$ cat src/rtl/phy_arb_pkg.sv
// Shared definitions for the two-lane PHY byte arbiter: default byte width,
// lane index constants and the FIFO level-counter width helper.
package phy_arb_pkg;

    localparam int DEFAULT_DATA_W = 8;

    localparam logic LANE0 = 1'b0;
    localparam logic LANE1 = 1'b1;

    // A level counter must represent 0..depth inclusive.
    function automatic int level_width(input int depth);
        return $clog2(depth) + 1;
    endfunction

endpackage

$ cat src/rtl/phy_byte_fifo.sv
// Synchronous byte FIFO with registered read data that always shows the
// current head entry; full/empty come from the level counter, not the pointers.
module phy_byte_fifo
    import phy_arb_pkg::*;
#(
    parameter int DATA_W = DEFAULT_DATA_W,
    parameter int DEPTH  = 4
) (
    input  logic                          clk,
    input  logic                          reset,
    input  logic                          push,
    input  logic [DATA_W-1:0]             push_data,
    input  logic                          pop,
    output logic [DATA_W-1:0]             rd_data,
    output logic                          full,
    output logic                          empty,
    output logic [level_width(DEPTH)-1:0] level
);

    localparam int PTR_W = $clog2(DEPTH);
    localparam int LVL_W = level_width(DEPTH);

    logic [DATA_W-1:0] mem [DEPTH];
    logic [PTR_W-1:0]  wr_ptr_reg, rd_ptr_reg, rd_ptr_next;
    logic [LVL_W-1:0]  level_reg, level_next;
    logic [DATA_W-1:0] rd_data_reg;
    logic              push_ok, pop_ok;

    assign full    = (level_reg == LVL_W'(DEPTH));
    assign empty   = (level_reg == '0);
    assign level   = level_reg;
    assign rd_data = rd_data_reg;

    assign push_ok     = push && !full;
    assign pop_ok      = pop && !empty;
    assign rd_ptr_next = rd_ptr_reg + PTR_W'(pop_ok);

    always_comb begin
        level_next = level_reg;
        if (push_ok && !pop_ok) begin
            level_next = level_reg + 1'b1;
        end else if (!push_ok && pop_ok) begin
            level_next = level_reg - 1'b1;
        end
    end

    always_ff @(posedge clk) begin
        if (push_ok) begin
            mem[wr_ptr_reg] <= push_data;
        end
    end

    // The read register is loaded from the next head address; a byte written
    // into that very slot this cycle is forwarded so a lone entry is visible
    // one cycle after it is pushed.
    always_ff @(posedge clk) begin
        if (reset) begin
            rd_data_reg <= '0;
        end else if (push_ok && (wr_ptr_reg == rd_ptr_next)) begin
            rd_data_reg <= push_data;
        end else begin
            rd_data_reg <= mem[rd_ptr_next];
        end
    end

    always_ff @(posedge clk) begin
        if (reset) begin
            wr_ptr_reg <= '0;
            rd_ptr_reg <= '0;
            level_reg  <= '0;
        end else begin
            if (push_ok) begin
                wr_ptr_reg <= wr_ptr_reg + 1'b1;
            end
            rd_ptr_reg <= rd_ptr_next;
            level_reg  <= level_next;
        end
    end

endmodule

$ cat src/rtl/phy_lane_arbiter.sv
// Two-lane round-robin byte arbiter feeding the PHY serializer lane.
// Define ARB_STRICT_ALT_EN for fixed alternating (TDM) slots instead of work-conserving grants.
module phy_lane_arbiter
    import phy_arb_pkg::*;
#(
    parameter int DATA_W     = DEFAULT_DATA_W,
    parameter int FIFO_DEPTH = 4
) (
    input  logic                               clk,
    input  logic                               reset,
    input  logic [DATA_W-1:0]                  in0_data,
    input  logic                               in0_valid,
    output logic                               in0_ready,
    input  logic [DATA_W-1:0]                  in1_data,
    input  logic                               in1_valid,
    output logic                               in1_ready,
    output logic [DATA_W-1:0]                  out_data,
    output logic                               out_valid,
    input  logic                               out_ready,
    output logic                               out_lane,
    output logic [level_width(FIFO_DEPTH)-1:0] fifo0_level,
    output logic [level_width(FIFO_DEPTH)-1:0] fifo1_level
);

    localparam int LVL_W = level_width(FIFO_DEPTH);

    logic              ready_en_reg;
    logic              ptr_reg, ptr_next;
    logic              out_valid_reg, out_valid_next;
    logic [DATA_W-1:0] out_data_reg, out_data_next;
    logic              out_lane_reg, out_lane_next;
    logic              load;

    logic [1:0]        lane_valid, lane_ready, lane_push, lane_pop;
    logic [1:0]        lane_full, lane_empty;
    logic [DATA_W-1:0] lane_wr_data [2];
    logic [DATA_W-1:0] lane_rd_data [2];
    logic [LVL_W-1:0]  lane_level   [2];

    assign lane_valid      = {in1_valid, in0_valid};
    assign lane_wr_data[0] = in0_data;
    assign lane_wr_data[1] = in1_data;

    assign in0_ready   = lane_ready[0];
    assign in1_ready   = lane_ready[1];
    assign fifo0_level = lane_level[0];
    assign fifo1_level = lane_level[1];
    assign out_data    = out_data_reg;
    assign out_valid   = out_valid_reg;
    assign out_lane    = out_lane_reg;

    // Ready is built from registered state only, so no input reaches it.
    genvar gi;
    generate
        for (gi = 0; gi < 2; gi++) begin : g_lane
            assign lane_ready[gi] = ready_en_reg && !lane_full[gi];
            assign lane_push[gi]  = lane_valid[gi] && lane_ready[gi];

            phy_byte_fifo #(
                .DATA_W (DATA_W),
                .DEPTH  (FIFO_DEPTH)
            ) u_fifo (
                .clk       (clk),
                .reset     (reset),
                .push      (lane_push[gi]),
                .push_data (lane_wr_data[gi]),
                .pop       (lane_pop[gi]),
                .rd_data   (lane_rd_data[gi]),
                .full      (lane_full[gi]),
                .empty     (lane_empty[gi]),
                .level     (lane_level[gi])
            );
        end
    endgenerate

    assign load = !out_valid_reg || out_ready;

`ifdef ARB_STRICT_ALT_EN
    // Fixed slot schedule: the pointer lane owns every load slot.
    always_comb begin
        ptr_next       = ptr_reg;
        out_valid_next = out_valid_reg;
        out_data_next  = out_data_reg;
        out_lane_next  = out_lane_reg;
        lane_pop       = 2'b00;
        if (load) begin
            ptr_next      = ~ptr_reg;
            out_lane_next = ptr_reg;
            if (!lane_empty[ptr_reg]) begin
                lane_pop[ptr_reg] = 1'b1;
                out_valid_next    = 1'b1;
                out_data_next     = lane_rd_data[ptr_reg];
            end else begin
                out_valid_next = 1'b0;
                out_data_next  = '0;
            end
        end
    end
`else
    logic grant;
    logic grant_valid;

    always_comb begin
        ptr_next       = ptr_reg;
        out_valid_next = out_valid_reg;
        out_data_next  = out_data_reg;
        out_lane_next  = out_lane_reg;
        lane_pop       = 2'b00;
        grant          = ptr_reg;
        grant_valid    = 1'b0;
        if (load) begin
            if (!lane_empty[0] && !lane_empty[1]) begin
                grant       = ptr_reg;
                ptr_next    = ~ptr_reg;
                grant_valid = 1'b1;
            end else if (!lane_empty[0]) begin
                grant       = LANE0;
                ptr_next    = LANE1;
                grant_valid = 1'b1;
            end else if (!lane_empty[1]) begin
                grant       = LANE1;
                ptr_next    = LANE0;
                grant_valid = 1'b1;
            end else begin
                out_valid_next = 1'b0;
            end
            if (grant_valid) begin
                lane_pop[grant] = 1'b1;
                out_valid_next  = 1'b1;
                out_data_next   = lane_rd_data[grant];
                out_lane_next   = grant;
            end
        end
    end
`endif

    always_ff @(posedge clk) begin
        if (reset) begin
            ready_en_reg  <= 1'b0;
            ptr_reg       <= LANE0;
            out_valid_reg <= 1'b0;
            out_data_reg  <= '0;
            out_lane_reg  <= LANE0;
        end else begin
            ready_en_reg  <= 1'b1;
            ptr_reg       <= ptr_next;
            out_valid_reg <= out_valid_next;
            out_data_reg  <= out_data_next;
            out_lane_reg  <= out_lane_next;
        end
    end

endmodule
$ cat config.mk
export PLATFORM = sky130hd
export DESIGN_NAME = phy_lane_arbiter
export DESIGN_NICKNAME = d
export VERILOG_FILES = /design/src/rtl/phy_arb_pkg.sv /design/src/rtl/phy_byte_fifo.sv /design/src/rtl/phy_lane_arbiter.sv
export SDC_FILE = /design/constraint.sdc
export NUM_CORES = 1
export LEC_CHECK = 0
export ABC_AREA = 1
export CORE_MARGIN = 3
export CORE_UTILIZATION = 41
export DETAILED_ROUTE_END_ITERATION = 10
export GPL_TIMING_DRIVEN = 0
export PLACE_DENSITY = 0.59
export SLEW_MARGIN = 10
export SYNTH_ARGS = -nofsm -noshare
export SYNTH_HDL_FRONTEND = slang
export SYNTH_SLANG_ARGS = --single-unit
export TNS_END_PERCENT = 20
$ cat constraint.sdc
create_clock -name clk -period 4.85 [get_ports clk]
set_input_delay 1.455 -clock clk [delete_from_list [all_inputs] [get_ports clk]]
set_output_delay 1.455 -clock clk [all_outputs]
set_load 0.1 [all_outputs]
==> results of run 1 <==
-- worst min-delay path: stages (launching register included) --
cell and delay (ps):
dfxtp_1 340, nand2_1 70, a21oi_1 50
-- layout make-up --
type / instances / area share (%)
Multi-Input combinational cell: 358 / 30.7
Inverter: 53 / 3.54
Sequential cell: 106 / 48.9
Clock inverter: 6 / 1.17
Clock buffer: 10 / 4.05
Tap cell: 140 / 3.10
Timing Repair Buffer: 37 / 6.55
Buffer: 14 / 1.99
-- power by group --
group	internal [mW]	switching, mW	total, mW
logic	0.620	1.38	2.00
clock network	0.401	0.317	0.718
registers	1.10	0.0794	1.18
-- per-stage QoR --
step | std cells | power [mW] | util (%) | hold slack [ps]
after floorplan | 531 | 2.76 | - | 476
after global placement | 708 | 3.18 | 48.1 | 492
after CTS | 724 | 3.94 | 50.8 | 513
final | 724 | 3.90 | 50.8 | 511
after global routing | 724 | 4.23 | 50.8 | 547
after detailed placement | 708 | 3.21 | 48.1 | 500
-- cell usage after synthesis --
master,n
nor3_2,1
clkinv_2,1
nand3_2,2
nand3_4,1
buf_1,1
clkbuf_1,1
edfxtp_1,64
nand2_2,4
xnor2_1,1
buf_6,3
o21ai_0,11
a21oi_1,13
clkinv_1,1
buf_4,3
nand3_1,23
nor2_8,1
nand2_1,194
o21ai_2,4
nand2_4,3
fa_1,2
a21boi_0,8
buf_8,1
ha_1,12
inv_1,47
nor2_2,2
dfxtp_1,42
o21ai_1,4
buf_2,4
nor2_1,65
a21boi_2,1
xor2_1,2
clkbuf_8,1
inv_2,4
nor2_4,4
-- kinds of logic (layout without fill, tap and decap cells) --
family                     Yosys count  after routing  synth area share [%]
AOI/OAI and AO/OA                   41             41                  5.12
adders and majority gates           14             14                  3.95
xor gates and xnor gates             3              3                 0.546
buffers and inverters               67            120                  6.50
DFF                                106            106                  57.4
and+or+nand+nor                    300            300                  26.4
-- worst max path at each step --
| stage | from | end | slack [ps] | depth (start not counted) |
|---|---|---|---|---|
| global placement | out_ready | g_lane[1].u_fifo.rd_data[7] | 850 | 18 |
| floorplan | g_lane[1].u_fifo.level[0] | in1_ready | 2 | 2 |
| finish | g_lane[1].u_fifo.level[0] | in1_ready | 1160 | 3 |
| CTS | g_lane[1].u_fifo.level[0] | in1_ready | 1130 | 3 |
| global route | out_ready | g_lane[1].u_fifo.rd_data[7] | 950 | 17 |
| detailed placement | out_ready | g_lane[1].u_fifo.rd_data[2] | 830 | 17 |
-- per-layer routing --
layer / track usage (%) / wire, um / vias up
met3: 4.60 / 428 / 8
met1: 22.0 / 4780 / 1532
li1: - / - / 1778
met4: 5.23 / 117 / 0
met2: 23.7 / 4300 / 53
met5: 0 / 0 / -
==> reports/results.tsv, run 1 <==
stage	metric	value	unit
run_status	status	complete, no violations	
die	start_util	43.2	%
synth	synthTopCellsByArea	edfxtp_1, dfxtp_1, nand2_1	
global_routing	grt_antenna_before_repair	0	
placed_design	io_buffers	37	
global_routing	grtUsageTotal	15.8	%
final_layout	final_cell_mix	nand2_1, nor2_1, edfxtp_1, inv_1, dfxtp_1	
synth	synth_seq_cells	106	
route	drt-wirelength-per-cell	13.3	um
route	drt_wl_total	9.63	mm
final_layout	nNetsFinal	614	
synth	ys_warn_count	0	
setup_path	ff2ff_setup_slack	2230	ps
setup_path	reg2reg_depth	18	
timing	finalCritPeriodShare	76.1	%
cts	post_cts_resized	0	
cts	cts_setup_buffers	0	
final_layout	antenna_cells	0	
final_layout	drive_gt1_share	9.25	%
power	cellPowerDensity	690	nW/um2
die	num_rows	38	
power	ir_worst_vdd	0.000470	V
setup_path	start_kind	flop	
cts	cts_tree	done	
cts	hold_buffers	0	
run	cap_violations	0	
global_routing	grt_max_degree	18	
synth	yosys.area.top_type	edfxtp_1	
synth	yosysSeqAreaShare	57.4	%
timing	tightest_slew	972	ps
final_layout	layout_commonest_cell	nand2_1	
synth	syn-cell-area	4810	um2
final_layout	multiInputGateArea	1730	um2
final_layout	n_fill_cell	1073	
setup_path	cpPeakStageDelay	1160	ps
synth	synthesis.nets	566	
timing	rsz0062_at_grt	no	
final_layout	finalInstanceArea	5650	um2
min_path	min_from	ptr_reg	
route	vias	3371	
setup_path	crit_chain	nor2_4, a21boi_0, clkdlybuf4s50_1	
die	die_h	114	um
setup_path	critPathSlowestCell	clkdlybuf4s50_1	
global_routing	gr-total-overflow	0	
route	firstDrtPassIters	4	
die	dieArea	13100	um2
cts	clock_latency	350	ps
timing	clock.fmax	271	MHz
synth	syn_area_per_cell	9.06	um2
cts	clock_sinks	106	
timing	fin_setup_tns	0	ps
cts	cts_made_buffers	9	
power	p_leak	2.46	nW
placed_design	placed_cell_area	5360	um2
setup_path	path_buf_inv	1	
timing	min_period	3690	ps
final_layout	largest_reg_flops	64	
route	route.detailed.drc	0	
global_routing	grt_pass1_vias	3240	
cts	cts.clk_slew.worst_paths	70	ps
setup_path	crit_arrival	2240	ps
min_path	hold_class	flop to flop	
route	antenna_left	0	
cts	root_buffer	clkbuf_16	
setup_path	worstPathRequired	3390	ps
die	num_io_pins	39	
cts	htreeDepth	3	
setup_path	worstSetupEndpointType	output port	
synth	synth_cells	531	
global_routing	grt_first_pass_wirelength	16.1	mm
setup_path	r2r-start	g_lane[1].u_fifo.level[0]	
cts	cts_max_path_buffers	2	
synth	synth_top_cell_area_share	40.0	%
route	via_per_inst	4.66	
synth	synth_cell_types	34	
setup_path	rr_endpoint	g_lane[1].u_fifo.rd_data[7]	
min_path	hold-path-endpoint	ptr_reg	
setup_path	cpLargestDelayFamily	buffers and inverters	
final_layout	area.sequential	2760	um2
timing	relSlewSlack	35.0	%
route	drt_iter0_drc	189	
die	die_x	114	um
placed_design	dp_hpwl	6.93	mm
placed_design	dpl_worst_slack	830	ps
final_layout	areaGrowthSynthToFinish	17.5	%
placed_design	gp_congestion	0.789	
timing	setup_viol	0	
timing	slew_violations	0	
die	coreArea	11100	um2
timing	hold_violations	0	
timing	fin_ws	1160	ps
setup_path	critical_path_class	flop to output port	
timing	finClkSkew	9.73	ps
min_path	hold_path_depth	2	
setup_path	crit_fanout	4	
(Power assumes the default switching activity.)
==> run 2: changes to the inputs <==
--- a/config.mk
+++ b/config.mk
@@ -10,7 +10,7 @@
 export CORE_UTILIZATION = 41
 export DETAILED_ROUTE_END_ITERATION = 10
 export GPL_TIMING_DRIVEN = 0
-export PLACE_DENSITY = 0.59
+export PLACE_DENSITY = 0.61
 export SLEW_MARGIN = 10
 export SYNTH_ARGS = -nofsm -noshare
 export SYNTH_HDL_FRONTEND = slang
==> constraint.sdc (replaced) <==
create_clock -name clk -period 3.1 [get_ports clk]
set_input_delay 0.93 -clock clk [delete_from_list [all_inputs] [get_ports clk]]
set_output_delay 0.93 -clock clk [all_outputs]
set_load 0.1 [all_outputs]
==> run 2 against run 1 <==
Design area up 0.66%; setup slack got worse by 980 ps; clock power grew 67%; clock skew fell by 1.1 ps; utilization grew 0.34 points; sequential share of layout area fell by 0.32 points; first-iteration DRC count rose by 5.8%; critical path type unchanged; critical endpoint is now fifo1_level[0].
==> reports/results.tsv, run 2 (synthesis results as in run 1) <==
stage	metric	value	unit
run_status	status	complete, no violations	
global_routing	grt_antenna_before_repair	0	
setup_path	startpoint	g_lane[1].u_fifo.level[0]	
route	drt-wirelength-per-cell	13.2	um
setup_path	crit_arrival	1990	ps
timing	finalCritPeriodShare	94.2	%
final_layout	fin_cells	723	
cts	root_buffer	clkbuf_16	
setup_path	worstSetupEndpointType	output port	
setup_path	critical_path_class	flop to output port	
global_routing	grt_pass1_vias	3242	
die	num_io_pins	39	
final_layout	finalInstanceArea	5690	um2
setup_path	cp-endpoint	fifo1_level[0]	
power	p_leak	2.49	nW
min_path	hold_class	flop to flop	
final_layout	layout_commonest_cell	nand2_1	
power	power.total	6.20	mW
timing	setup_viol	0	
timing	finClkSkew	8.59	ps
setup_path	crit_chain	clkdlybuf4s50_1	
final_layout	antenna_cells	0	
timing	tightest_slew	979	ps
setup_path	cpPeakStageDelay	1190	ps
placed_design	dpl.cell_count	708	
setup_path	worstPathRequired	2170	ps
run	cap_violations	0	
cts	hold_buffers	0	
final_layout	largest_reg_flops	64	
setup_path	reg2reg_depth	16	
die	die_h	114	um
route	drt_wl_total	9.53	mm
cts	htreeDepth	3	
timing	relSlewSlack	34.5	%
timing	slew_violations	0	
route	route.detailed.drc	0	
setup_path	r2r-start	g_lane[1].u_fifo.level[0]	
setup_path	start_kind	flop	
setup_path	rr_endpoint	g_lane[1].u_fifo.rd_data[0]	
power	ir_worst_vdd	0.000625	V
cts	cts_max_path_buffers	2	
route	firstDrtPassIters	6	
cts	cts_tree	done	
setup_path	crit_fanout	4	
global_routing	grt_first_pass_wirelength	16.1	mm
setup_path	worst-path-stages	1	
final_layout	drive_gt1_share	9.95	%
timing	min_period	2920	ps
route	vias	3443	
die	start_util	43.2	%
placed_design	dp_hpwl	6.82	mm
route	via_per_inst	4.76	
timing	clock.fmax	343	MHz
cts	cts.clk_slew.worst_paths	70	ps
setup_path	ff2ff_setup_slack	540	ps
die	num_rows	38	
route	antenna_left	0	
setup_path	cpLargestDelayFamily	buffers and inverters	
global_routing	grt_max_degree	18	
final_layout	areaGrowthSynthToFinish	18.3	%
placed_design	gp_congestion	0.778	
cts	clock_sinks	106	
final_layout	final_cell_mix	nand2_1, nor2_1, edfxtp_1, inv_1, dfxtp_1	
placed_design	placed_cell_area	5360	um2
power	cellPowerDensity	1090	nW/um2
route	drt_iter0_drc	200	
min_path	min_from	ptr_reg	
timing	rsz0062_at_grt	no	
die	dieArea	13100	um2
cts	cts_made_buffers	9	
cts	cts_setup_buffers	0	
global_routing	gr-total-overflow	0	
final_layout	nNetsFinal	613	
setup_path	path_buf_inv	1	
setup_path	critPathSlowestCell	clkdlybuf4s50_1	
placed_design	io_buffers	37	
global_routing	grtUsageTotal	15.6	%
die	coreArea	11100	um2
die	die_x	114	um
cts	clock_latency	340	ps
timing	hold_violations	0	
[run 2: how the worst min path moves through the flow]
stage,slack (ps),endpoint,cells past startpoint
floorplan,480,ptr_reg,2
CTS,510,ptr_reg,2
global placement,490,ptr_reg,2
finish,510,ptr_reg,2
global route,550,ptr_reg,2
detailed placement,500,ptr_reg,2
[run 2: tightest hold or removal path, delay by kind of cell, from the launching register on]
family,cells,cell delay [ps]
AO/OA/AOI/OAI,1,50
AND/OR/NAND/NOR,1,70
flip-flops,1,340
[run 2: routing by layer]
metal  track usage [%]  routed length [um]  up-vias
li1                  -                   -     1771
met1              21.6                4690     1607
met2              24.7                4430       58
met3              3.28                 310        7
met4              4.99                 102        0
met5                 0                   0        -
[run 2: cell type report]
cell class                      count  area [um2]
Fill cell                        1027        5440
Sequential cell                   106        2760
Multi-Input combinational cell    358        1750
Timing Repair Buffer               37         368
Clock buffer                        9         225
Inverter                           53         205
Tap cell                          140         175
Buffer                             13         109
Clock inverter                      7        97.6
[run 2: report_power, final]
group	total (mW)	switching (mW)	internal (mW)
Sequential	1.85	0.123	1.73
Clock	1.20	0.494	0.711
Combinational	3.14	2.18	0.965
[run 2: repair_timing]
item | CTS | global route
gates resized for setup | 3 | 4
setup endpoints to repair | 10 | 16
pin swaps | 0 | 1
[run 2: per-stage QoR]
step                      utilization, %  hold slack [ps]  setup WS (ps)  setup TNS, ps
after floorplan                        -              476           14.1              0
after global placement              48.2              491           -376          -5210
after detailed placement            48.2              496           -399          -5470
after CTS                           51.1              508           40.1              0
after global routing                51.1              550           13.8              0
final                               51.1              505            181              0
